===== config.mk =====
export PLATFORM = sky130hd
export DESIGN_NAME = alu_seq_responder_flat
export DESIGN_NICKNAME = d
export VERILOG_FILES = /design/src/rtl/alu_seq_responder_if.sv /design/src/rtl/alu_seq_responder.sv /design/src/flat_wrapper.sv
export SDC_FILE = /design/constraint.sdc
export NUM_CORES = 1
export LEC_CHECK = 0
export ABC_AREA = 1
export CAP_MARGIN = 10
export CORE_UTILIZATION = 40
export CTS_CLUSTER_SIZE = 20
export DETAILED_ROUTE_END_ITERATION = 7
export HOLD_SLACK_MARGIN = 0.08
export PLACE_DENSITY = 0.65
export SYNTH_ARGS = -nofsm -noshare
export SYNTH_HDL_FRONTEND = slang
export SYNTH_SLANG_ARGS = --single-unit

===== constraint.sdc =====
create_clock -name clock -period 2.4 [get_ports clock]
set_input_delay 0.24 -clock clock [delete_from_list [all_inputs] [get_ports clock]]
set_output_delay 0.24 -clock clock [all_outputs]
set_load 0.02 [all_outputs]

===== src/rtl/alu_seq_responder_if.sv =====
// Request/response channel between an operation issuer and the ALU responder.
// The issuer drives the request fields and rsp_ready; the responder drives the rest.
interface alu_seq_responder_if #(
    parameter int WIDTH = 8
);
    logic             req_valid;
    logic             req_ready;
    logic [2:0]       req_op;
    logic             req_mode;
    logic [WIDTH-1:0] req_a;
    logic [WIDTH-1:0] req_b;
    logic             rsp_valid;
    logic             rsp_ready;
    logic [WIDTH-1:0] rsp_result;
    logic [WIDTH-1:0] rsp_result_hi;
    logic             rsp_c_out;
    logic             rsp_overflow;
    logic             rsp_zero;

    modport master (
        output req_valid, req_op, req_mode, req_a, req_b, rsp_ready,
        input  req_ready, rsp_valid, rsp_result, rsp_result_hi,
               rsp_c_out, rsp_overflow, rsp_zero
    );

    modport slave (
        input  req_valid, req_op, req_mode, req_a, req_b, rsp_ready,
        output req_ready, rsp_valid, rsp_result, rsp_result_hi,
               rsp_c_out, rsp_overflow, rsp_zero
    );
endinterface


===== src/rtl/alu_seq_responder.sv =====
// Handshaked ALU: single-cycle ADD/SUB/shift, iterative shift-add multiply and
// restoring divide over WIDTH cycles, result held on the response channel until taken.
//
// state | meaning
// IDLE  | ready for a request; operands captured on handshake
// EXEC  | single-cycle ops (ADD/SUB/shifts/reserved) evaluated into response regs
// PREP  | MUL/DIV: load operand magnitudes, arm the iteration counter
// ITER  | one multiply or divide step per cycle, WIDTH cycles
// FIX   | apply signs, special cases and flags to the iterated result
// DONE  | response valid, held until rsp_ready
module alu_seq_responder #(
    parameter int WIDTH = 8
) (
    input  logic                 clock,
    input  logic                 reset_n,
    alu_seq_responder_if.slave   bus
);

    localparam int CW = (WIDTH > 1) ? $clog2(WIDTH) : 1;

    localparam logic [2:0] OP_ADD = 3'd0;
    localparam logic [2:0] OP_SUB = 3'd1;
    localparam logic [2:0] OP_MUL = 3'd2;
    localparam logic [2:0] OP_DIV = 3'd3;
    localparam logic [2:0] OP_SHL = 3'd4;
    localparam logic [2:0] OP_SHR = 3'd5;

    localparam logic [WIDTH-1:0] MOST_NEG = {1'b1, {(WIDTH-1){1'b0}}};
    localparam logic [WIDTH-1:0] ALL_ONES = {WIDTH{1'b1}};

    typedef enum logic [2:0] {
        S_IDLE,
        S_EXEC,
        S_PREP,
        S_ITER,
        S_FIX,
        S_DONE
    } state_t;

    state_t           state_q, state_d;
    logic [2:0]       op_q, op_d;
    logic             mode_q, mode_d;
    logic [WIDTH-1:0] a_q, a_d;
    logic [WIDTH-1:0] b_q, b_d;
    logic [WIDTH-1:0] hi_q, hi_d;
    logic [WIDTH-1:0] lo_q, lo_d;
    logic [WIDTH-1:0] m_q, m_d;
    logic [CW-1:0]    cnt_q, cnt_d;
    logic [WIDTH-1:0] res_q, res_d;
    logic [WIDTH-1:0] res_hi_q, res_hi_d;
    logic             c_q, c_d;
    logic             ovf_q, ovf_d;
    logic             zero_q, zero_d;

    logic [WIDTH:0]     add_s;
    logic [WIDTH:0]     sub_s;
    logic [WIDTH-1:0]   mag_a;
    logic [WIDTH-1:0]   mag_b;
    logic [WIDTH:0]     mul_s;
    logic [WIDTH:0]     div_rs;
    logic               div_ge;
    logic [WIDTH-1:0]   div_trial;
    logic               neg_q_sign;
    logic [2*WIDTH-1:0] prod;
    logic [2*WIDTH-1:0] prod_s;
    logic [WIDTH-1:0]   quo_s;
    logic [WIDTH-1:0]   rem_s;

    assign add_s      = {1'b0, a_q} + {1'b0, b_q};
    assign sub_s      = {1'b0, a_q} - {1'b0, b_q};
    assign mag_a      = (mode_q && a_q[WIDTH-1]) ? (~a_q + 1'b1) : a_q;
    assign mag_b      = (mode_q && b_q[WIDTH-1]) ? (~b_q + 1'b1) : b_q;

    // Multiply step: conditionally add multiplicand into the high half, then shift right.
    assign mul_s      = {1'b0, hi_q} + (lo_q[0] ? {1'b0, m_q} : {(WIDTH+1){1'b0}});

    // Divide step: shift the next dividend bit into the partial remainder and trial-subtract.
    assign div_rs     = {hi_q, lo_q[WIDTH-1]};
    assign div_ge     = (div_rs >= {1'b0, m_q});
    assign div_trial  = div_rs[WIDTH-1:0] - m_q;

    assign neg_q_sign = mode_q && (a_q[WIDTH-1] ^ b_q[WIDTH-1]);
    assign prod       = {hi_q, lo_q};
    assign prod_s     = neg_q_sign ? (~prod + 1'b1) : prod;
    assign quo_s      = neg_q_sign ? (~lo_q + 1'b1) : lo_q;
    assign rem_s      = (mode_q && a_q[WIDTH-1]) ? (~hi_q + 1'b1) : hi_q;

    always_ff @(posedge clock or negedge reset_n) begin
        if (!reset_n) begin
            state_q  <= S_IDLE;
            op_q     <= '0;
            mode_q   <= 1'b0;
            a_q      <= '0;
            b_q      <= '0;
            hi_q     <= '0;
            lo_q     <= '0;
            m_q      <= '0;
            cnt_q    <= '0;
            res_q    <= '0;
            res_hi_q <= '0;
            c_q      <= 1'b0;
            ovf_q    <= 1'b0;
            zero_q   <= 1'b0;
        end else begin
            state_q  <= state_d;
            op_q     <= op_d;
            mode_q   <= mode_d;
            a_q      <= a_d;
            b_q      <= b_d;
            hi_q     <= hi_d;
            lo_q     <= lo_d;
            m_q      <= m_d;
            cnt_q    <= cnt_d;
            res_q    <= res_d;
            res_hi_q <= res_hi_d;
            c_q      <= c_d;
            ovf_q    <= ovf_d;
            zero_q   <= zero_d;
        end
    end

    always_comb begin
        state_d  = state_q;
        op_d     = op_q;
        mode_d   = mode_q;
        a_d      = a_q;
        b_d      = b_q;
        hi_d     = hi_q;
        lo_d     = lo_q;
        m_d      = m_q;
        cnt_d    = cnt_q;
        res_d    = res_q;
        res_hi_d = res_hi_q;
        c_d      = c_q;
        ovf_d    = ovf_q;
        zero_d   = zero_q;

        unique case (state_q)
            S_IDLE: begin
                if (bus.req_valid) begin
                    op_d    = bus.req_op;
                    mode_d  = bus.req_mode;
                    a_d     = bus.req_a;
                    b_d     = bus.req_b;
                    state_d = (bus.req_op == OP_MUL || bus.req_op == OP_DIV) ? S_PREP : S_EXEC;
                end
            end

            S_EXEC: begin
                res_hi_d = '0;
                c_d      = 1'b0;
                ovf_d    = 1'b0;
                case (op_q)
                    OP_ADD: begin
                        res_d = add_s[WIDTH-1:0];
                        c_d   = add_s[WIDTH];
                        ovf_d = mode_q ? ((a_q[WIDTH-1] == b_q[WIDTH-1]) &&
                                          (add_s[WIDTH-1] != a_q[WIDTH-1]))
                                       : add_s[WIDTH];
                    end
                    OP_SUB: begin
                        res_d = sub_s[WIDTH-1:0];
                        c_d   = sub_s[WIDTH];
                        ovf_d = mode_q ? ((a_q[WIDTH-1] != b_q[WIDTH-1]) &&
                                          (sub_s[WIDTH-1] != a_q[WIDTH-1]))
                                       : sub_s[WIDTH];
                    end
                    OP_SHL: begin
                        res_d = {a_q[WIDTH-2:0], 1'b0};
                        c_d   = a_q[WIDTH-1];
                        ovf_d = mode_q && (a_q[WIDTH-1] ^ a_q[WIDTH-2]);
                    end
                    OP_SHR: begin
                        res_d = {mode_q & a_q[WIDTH-1], a_q[WIDTH-1:1]};
                        c_d   = a_q[0];
                    end
                    default: begin
                        res_d = '0;
                        ovf_d = 1'b1;
                    end
                endcase
                zero_d  = (res_d == '0);
                state_d = S_DONE;
            end

            S_PREP: begin
                hi_d    = '0;
                cnt_d   = CW'(WIDTH - 1);
                m_d     = (op_q == OP_MUL) ? mag_a : mag_b;
                lo_d    = (op_q == OP_MUL) ? mag_b : mag_a;
                state_d = S_ITER;
            end

            S_ITER: begin
                if (op_q == OP_MUL) begin
                    hi_d = mul_s[WIDTH:1];
                    lo_d = {mul_s[0], lo_q[WIDTH-1:1]};
                end else begin
                    hi_d = div_ge ? div_trial : div_rs[WIDTH-1:0];
                    lo_d = {lo_q[WIDTH-2:0], div_ge};
                end
                if (cnt_q == '0) begin
                    state_d = S_FIX;
                end else begin
                    cnt_d = cnt_q - 1'b1;
                end
            end

            S_FIX: begin
                c_d = 1'b0;
                if (op_q == OP_MUL) begin
                    res_d    = prod_s[WIDTH-1:0];
                    res_hi_d = prod_s[2*WIDTH-1:WIDTH];
                    ovf_d    = mode_q ? (prod_s[2*WIDTH-1:WIDTH] != {WIDTH{prod_s[WIDTH-1]}})
                                      : (prod_s[2*WIDTH-1:WIDTH] != '0);
                end else if (b_q == '0) begin
                    res_d    = ALL_ONES;
                    res_hi_d = a_q;
                    ovf_d    = 1'b1;
                end else if (mode_q && a_q == MOST_NEG && b_q == ALL_ONES) begin
                    res_d    = a_q;
                    res_hi_d = '0;
                    ovf_d    = 1'b1;
                end else begin
                    res_d    = quo_s;
                    res_hi_d = rem_s;
                    ovf_d    = 1'b0;
                end
                zero_d  = (res_d == '0);
                state_d = S_DONE;
            end

            S_DONE: begin
                if (bus.rsp_ready) begin
                    state_d = S_IDLE;
                end
            end

            default: state_d = S_IDLE;
        endcase
    end

    assign bus.req_ready     = (state_q == S_IDLE);
    assign bus.rsp_valid     = (state_q == S_DONE);
    assign bus.rsp_result    = res_q;
    assign bus.rsp_result_hi = res_hi_q;
    assign bus.rsp_c_out     = c_q;
    assign bus.rsp_overflow  = ovf_q;
    assign bus.rsp_zero      = zero_q;

endmodule

===== src/flat_wrapper.sv =====
// flat-port wrapper written by rule: the top's interface ports become plain ports
module alu_seq_responder_flat 
#(
    parameter int WIDTH = 8
)
  (clock, reset_n, bus_req_valid, bus_req_op, bus_req_mode, bus_req_a, bus_req_b, bus_rsp_ready, bus_req_ready, bus_rsp_valid, bus_rsp_result, bus_rsp_result_hi, bus_rsp_c_out, bus_rsp_overflow, bus_rsp_zero);
  alu_seq_responder_if #(.WIDTH(WIDTH)) bus_i ();
  input  logic clock;
  input  logic reset_n;
  input wire logic [$bits(bus_i.req_valid)-1:0] bus_req_valid;
  input wire logic [$bits(bus_i.req_op)-1:0] bus_req_op;
  input wire logic [$bits(bus_i.req_mode)-1:0] bus_req_mode;
  input wire logic [$bits(bus_i.req_a)-1:0] bus_req_a;
  input wire logic [$bits(bus_i.req_b)-1:0] bus_req_b;
  input wire logic [$bits(bus_i.rsp_ready)-1:0] bus_rsp_ready;
  output wire logic [$bits(bus_i.req_ready)-1:0] bus_req_ready;
  output wire logic [$bits(bus_i.rsp_valid)-1:0] bus_rsp_valid;
  output wire logic [$bits(bus_i.rsp_result)-1:0] bus_rsp_result;
  output wire logic [$bits(bus_i.rsp_result_hi)-1:0] bus_rsp_result_hi;
  output wire logic [$bits(bus_i.rsp_c_out)-1:0] bus_rsp_c_out;
  output wire logic [$bits(bus_i.rsp_overflow)-1:0] bus_rsp_overflow;
  output wire logic [$bits(bus_i.rsp_zero)-1:0] bus_rsp_zero;
  assign bus_i.req_valid = bus_req_valid;
  assign bus_i.req_op = bus_req_op;
  assign bus_i.req_mode = bus_req_mode;
  assign bus_i.req_a = bus_req_a;
  assign bus_i.req_b = bus_req_b;
  assign bus_i.rsp_ready = bus_rsp_ready;
  assign bus_req_ready = bus_i.req_ready;
  assign bus_rsp_valid = bus_i.rsp_valid;
  assign bus_rsp_result = bus_i.rsp_result;
  assign bus_rsp_result_hi = bus_i.rsp_result_hi;
  assign bus_rsp_c_out = bus_i.rsp_c_out;
  assign bus_rsp_overflow = bus_i.rsp_overflow;
  assign bus_rsp_zero = bus_i.rsp_zero;
  alu_seq_responder #(.WIDTH(WIDTH)) u_core (.clock(clock), .reset_n(reset_n), .bus(bus_i));
endmodule

==> impl_metrics.json, run 1 <==
{
  "drc_errors": 3,
  "max_cap_violations": 0,
  "post_drt_wl_per_cell_um": 16.74,
  "timing.final.crit_share_pct": 94.00,
  "hold_end": "u_core.a_q[6]",
  "hold_start": "bus_req_a[6]",
  "yosys_warnings": 0,
  "grt_start_max_net_pins": 70,
  "synthToLayoutAreaGrowth_pct": 19.07,
  "fmax_ghz": 0.4433,
  "clk_pin_slew_worst_paths_ns": 0.06,
  "ys_top_cells_by_area": "dfrtp_1 (28%), nand2_1 (12%), ha_1 (8.4%)",
  "combPwrFrac_pct": 71.3,
  "skew_ns": 0.008727,
  "drt-pass1-iter-count": 7,
  "port_buffers": 44,
  "fp-row-count": 44,
  "io_pins": 45,
  "cp-start-kind": "flop",
  "overflow": 0,
  "path_max_fanout": 5,
  "max-vdd-ir-drop_mv": 0.8511,
  "rsz0062_at_grt": "yes",
  "synth_top_area_cell": "dfrtp_1",
  "antenna_found_initial": 0,
  "netlist_area_sq_mm": 0.006116,
  "switching_power_w": 0.006712,
  "setup_viol": 0,
  "core_sq_mm": 0.01470,
  "final-hold-violation-count": 0,
  "startpoint": "u_core.a_q[0]",
  "place_ws_ns": 0.05559,
  "status": "finished with violations",
  "endpoint_kind": "flop",
  "synth_top_area_share_pct": 28.23,
  "mostFrequentLayoutCells": "nand2_1 (195), nor2_1 (109), inv_1 (90)",
  "finalPower_w": 0.01245,
  "grt_pass1_wl_um": 30810,
  "worst_slack_ns": 0.1440,
  "cts.sinks": 69,
  "design_area_sq_mm": 0.007282,
  "yosysSeqAreaShare_pct": 28.23,
  "synth_edf_count": 0,
  "cpMaxStageDelayCell": "dfrtp_2",
  "viasPerCell": 5.450,
  "crit_chain": "inv_1 > ha_1 > inv_1 > fa_1 > nand3_1 > nand2_1 > xor2_1 > o21bai_1 > nor2_2 > nand2_1 > nor2_1 > nand3_1 > nand2_1 > nand2_1 > nand2_1",
  "initial_utilization_pct": 41.61,
  "slew_viol_final": 0,
  "min_period_ns": 2.256,
  "die_x_um": 125.7,
  "power_frac_seq_pct": 18.2,
  "p_per_area_mw_per_mm2": 1710,
  "cpPeakStageDelay_ns": 0.46,
  "clk_latency_ns": 0.35,
  "finalSetupTns_ns": 0,
  "nets": 1030,
  "filler_cell_count": 1439,
  "synth-seq-cells": 69,
  "r2r-end": "u_core.bus.rsp_zero",
  "syn-instance-count": 892,
  "cts_inserted_buffers": 9,
  "crit_type": "reg2reg",
  "max_slew.worst_pin.slew_ns": 0.9189,
  "worst-r2r-cell-count": 15,
  "max_slew_margin_pct": 38.74,
  "crit_family": "simple AND/OR/NAND/NOR gates",
  "antenna_cells": 0,
  "wl_um": 19260,
  "violations": "DRC",
  "num_vias": 6267,
  "regArea_sq_mm": 0.001728,
  "layout-drive-gt1-share_pct": 10.97,
  "worst_ep_arrival_time_ns": 2.55,
  "htreeDepth": 3,
  "final_antenna_net_count": 0,
  "postSynthAreaPerCell_sq_um": 6.856,
  "worstHoldPathCells": 3,
  "synth_cell_types": 51,
  "rrSetupSlack_ns": 0.14,
  "r2r_start": "u_core.a_q[0]",
  "crit_top_cell": "nand2_1",
  "place_area_sq_mm": 0.006950,
  "p_leak_nw": 3.534,
  "grt_use_total_pct": 25.24,
  "hold_ws_ns": 0.4570,
  "worst-path-buf-inv": 2,
  "die_h_um": 125.7,
  "crit_required_ns": 2.69,
  "layout_commonest_cell": "nand2_1",
  "drt_iter0_drc": 671,
  "syn_nets": 961,
  "intPower_w": 0.005739,
  "hpwl_um": 14810,
  "ys_async_sr_fraction_pct": 100.0,
  "root_buffer": "clkbuf_16",
  "hold_class": "in2reg",
  "grt_pass1_vias": 5870,
  "cts_tree": "yes",
  "multi_input_area_sq_mm": 0.003865,
  "clock_path_buffers": 2,
  "p_clk_share_pct": 10.5,
  "place_congestion": 0.9752,
  "dieArea_sq_mm": 0.01579,
  "switching_share_pct": 53.91,
  "ys.flop_type": "dfrtp_1"
}
## power groups by stage
stage	clock network, W	logic [W]	registers, W
after global placement	0	0.00866	0.00225
final	0.00131	0.00888	0.00226
after global routing	0.00137	0.00989	0.00233
after CTS	0.00132	0.00867	0.00225
after floorplan	0	0.00591	0.00230
after detailed placement	0	0.00862	0.00226
## repair_timing
action | in CTS | in global routing
gates resized for setup | 0 | 12
setup endpoints to repair | 0 | 4
buffers inserted | 0 | 1
hold buffers | 1 | 0
endpoints found under the hold margin | 40 | 0
## cell families (layout without fill, tap and decap cells)
group	after synthesis	in the layout	synth area share (%)
AOI/OAI and AO/OA	195	195	18.56
xor gates and xnor gates	37	37	5.299
adders and majority gates	45	45	9.697
buffers and inverters	138	212	9.104
DFF	69	69	28.23
muxes	1	1	0.1841
and+or+nand+nor	407	407	28.93
## cells in the mapped netlist, types with 3 or more instances
cell type	instances
nand2_2	6
o211ai_1	11
a21oi_1	62
fa_1	4
or2_2	3
nand3_1	46
dfrtp_1	69
o21bai_1	6
clkbuf_1	11
o22ai_1	13
o221ai_1	8
ha_1	41
nor3_1	12
inv_1	92
buf_2	14
a32o_1	3
nand4_1	16
inv_2	14
nand2_1	195
buf_4	3
nor2_1	112
xor2_1	32
o21ai_1	3
xnor2_1	5
o21ai_0	70
a31oi_1	6
nand3b_1	4
## registers in the layout (all words and copies together), names as in the netlist
signal,cells
u_core.lo_q,8
u_core.b_q,8
u_core.mode_q,1
u_core.state_q,3
u_core.op_q,3
u_core.cnt_q,3
u_core.a_q,8
u_core.bus.rsp_result,8
u_core.bus.rsp_c_out,1
u_core.bus.rsp_result_hi,8
u_core.m_q,8
u_core.bus.rsp_overflow,1
u_core.bus.rsp_zero,1
u_core.hi_q,8
## stage by stage
step	instances	utilization, %
after floorplan	892	-
after global placement	1132	47.28
after detailed placement	1132	47.28
after CTS	1149	49.26
after global routing	1150	49.54
final	1150	49.54
## worst max path at each step
stage	to	slack (ns)	depth (start not counted)
after global placement	u_core.bus.rsp_zero	0.08	15
after global routing	u_core.bus.rsp_zero	-0.03	15
after floorplan	u_core.hi_q[7]	0.24	15
final	u_core.bus.rsp_zero	0.14	15
after CTS	u_core.bus.rsp_zero	0.03	15
after detailed placement	u_core.bus.rsp_zero	0.06	15
## tightest hold or removal path, delay by kind of cell
family,cells,cell delay (ns)
AO/OA/AOI/OAI,1,0.04
buffers and inverters,1,0.39
AND/OR/NAND/NOR,1,0.10
## layer usage
layer | GRT usage (%) | up-vias | part of all wire (%)
met5 | 0 | - | 0
met4 | 9.326 | 0 | 2.6
met3 | 4.376 | 38 | 5.4
met2 | 38.73 | 222 | 45
met1 | 35.52 | 2912 | 47
li1 | - | 3095 | -
## area by class of cell
cell class	instances	area share, %
sequential	69	23.73
clock buffer	13	3.574
timing repair buffer	88	10.58
clock inverter	3	0.2749
tap	184	3.162
multi-input combinational	685	53.08
inverter	108	5.601
Note: power is estimated with default switching activity, not from simulation.
==> run 2: changes to the inputs <==
Settings changed: MAX_ROUTING_LAYER set to met4.
==> run 2 against run 1 <==
  * Final cell count grew 0.35%
  * Sequential cell count did not move
  * The run still ends with DRC left
  * Non-clock buffer count up 4
  * Count of clock-buffer cells in the layout shrank 3
  * Largest power group unchanged
  * Total power is 2.6% higher
  * Via count up 0.54%
  * Core utilization is 0.61 points higher
  * Clock skew is 0.0022 ns lower
  * Critical endpoint is now u_core.bus.rsp_overflow
  * Hold slack lost 0.0021 ns
  * Wire length shrank 1.3%
  * Combinational power increased by 0.7%
  * Global-route usage grew 0.60 points
==> impl_metrics.json, run 2 (synthesis gave the netlist of run 1 again) <==
{
  "antenna_found_initial": 0,
  "grt_use_total_pct": 25.84,
  "switching_power_w": 0.006712,
  "grt_util_met1_pct": 34.26,
  "worst_ep_arrival_time_ns": 2.46,
  "initial_utilization_pct": 41.61,
  "final-hold-violation-count": 0,
  "max_slew_margin_pct": 39.04,
  "top_usage_layer": "met2",
  "crit_required_ns": 2.64,
  "max-vdd-ir-drop_mv": 0.6435,
  "synthToLayoutAreaGrowth_pct": 20.54,
  "hpwl_um": 14600,
  "layout_commonest_cell": "nand2_1",
  "violations": "DRC",
  "worst-r2r-cell-count": 15,
  "use_met2_pct": 40.29,
  "grt_pass1_vias": 6001,
  "die_h_um": 125.7,
  "rsz0062_at_grt": "yes",
  "fmax_ghz": 0.4513,
  "die_x_um": 125.7,
  "clk_latency_ns": 0.35,
  "grt_pass1_wl_um": 30900,
  "crit_type": "reg2reg",
  "wl_um": 19020,
  "p_clk_share_pct": 12.5,
  "fp-row-count": 44,
  "hold_start": "bus_req_a[3]",
  "clk_pin_slew_worst_paths_ns": 0.06,
  "hold_end": "u_core.a_q[3]",
  "r2r_start": "u_core.b_q[7]",
  "viasPerCell": 5.460,
  "switching_share_pct": 52.56,
  "post-route-util_pct": 50.15,
  "finalSetupTns_ns": 0,
  "clock_path_buffers": 2,
  "power_frac_seq_pct": 17.5,
  "min_period_ns": 2.216,
  "final_antenna_net_count": 0,
  "worst_slack_ns": 0.1843,
  "max_slew.worst_pin.slew_ns": 0.9144,
  "worstHoldPathCells": 3,
  "io_pins": 45,
  "cts_tree": "yes",
  "core_sq_mm": 0.01470,
  "timing.final.crit_share_pct": 92.32,
  "post_drt_wl_per_cell_um": 16.48,
  "combPwrFrac_pct": 70.0,
  "root_buffer": "clkbuf_16",
  "cp-start-kind": "flop",
  "mostFrequentLayoutCells": "nand2_1 (195), nor2_1 (112), inv_1 (92)",
  "drt-pass1-iter-count": 8,
  "drc_errors": 3,
  "intPower_w": 0.006058,
  "r2r-end": "u_core.bus.rsp_overflow",
  "endpoint_kind": "flop",
  "hold_ws_ns": 0.4549,
  "layout-drive-gt1-share_pct": 11.13,
  "p_leak_nw": 3.587,
  "skew_ns": 0.006512,
  "finalPower_w": 0.01277,
  "antenna_cells": 0,
  "cts.sinks": 69,
  "p_per_area_mw_per_mm2": 1732,
  "hold_class": "in2reg",
  "dieArea_sq_mm": 0.01579,
  "port_buffers": 44,
  "grt_start_max_net_pins": 70,
  "setup_viol": 0,
  "overflow": 0,
  "status": "finished with violations",
  "met3_usage_pct": 3.951,
  "htreeDepth": 3,
  "path_max_fanout": 9,
  "max_cap_violations": 0,
  "cts_inserted_buffers": 9,
  "place_ws_ns": 0.1679,
  "place_congestion": 0.9512,
  "nets": 1034,
  "drt_iter0_drc": 598,
  "rrSetupSlack_ns": 0.18,
  "slew_viol_final": 0,
  "num_vias": 6301
}
run 2: changes by cell type in the layout (fill, tap and decap cells not counted), sizes merged:
cell    change
buf         +4
clkbuf      -3
bufinv      +3
run 2: routing by layer:
layer	wire [um]	up-vias	share of wire, %
met5	0	-	0
met3	1051	38	5.5
li1	-	3106	-
met1	8849	2932	47
met4	437	0	2.3
met2	8676	225	46
run 2: power by group through the flow:
stage / clock network, W / logic (W) / registers, W
floorplan: 0 / 0.00591 / 0.00230
global placement: 0 / 0.00871 / 0.00223
detailed placement: 0 / 0.00867 / 0.00224
CTS: 0.00160 / 0.00874 / 0.00222
global route: 0.00165 / 0.00995 / 0.00231
finish: 0.00159 / 0.00894 / 0.00224
run 2: layout make-up:
cell class	count	area (sq um)
well taps	184	230.2
flip-flops and latches	69	1728
repair buffers	92	800.8
fillers	1442	7327
clock buffers	10	239.0
inverters	108	407.9
multi-input cells	685	3856
clock inverters	6	110.1
run 2: worst max-delay path by stage:
stage,end,depth (start not counted),startpoint
after floorplan,u_core.hi_q[7],15,u_core.lo_q[0]
after global placement,u_core.bus.rsp_overflow,15,u_core.b_q[7]
after detailed placement,u_core.bus.rsp_overflow,15,u_core.b_q[7]
after CTS,u_core.bus.rsp_zero,15,u_core.a_q[0]
after global routing,u_core.hi_q[6],15,u_core.lo_q[7]
final,u_core.bus.rsp_overflow,15,u_core.b_q[7]
run 2: worst max-delay path, cell delays in order, from the launching register on:
cell and delay [ns]:
dfrtp_1 0.42, inv_1 0.14, ha_2 0.34, nor2_8 0.19, buf_4 0.19, nand2_1 0.09, nand2_1 0.06, nand2_1 0.05
nand2_1 0.11, nand2_1 0.07, nor2_1 0.10, nand3_1 0.08, nand3_1 0.10, nand2_1 0.06, nand2_1 0.05, nand3_1 0.05
run 2: through the flow:
step	std cells	cell area (sq um)
global route	1154	7372
global placement	1135	6973
floorplan	892	6116
detailed placement	1135	6973
finish	1154	7372
CTS	1152	7332
run 2: repair_timing:
action / CTS / global route
setup buffers: 0 / 2
hold buffers: 1 / 0
hold endpoints to repair: 69 / 0
resized for setup: 0 / 6
endpoints found under the setup margin: 0 / 7
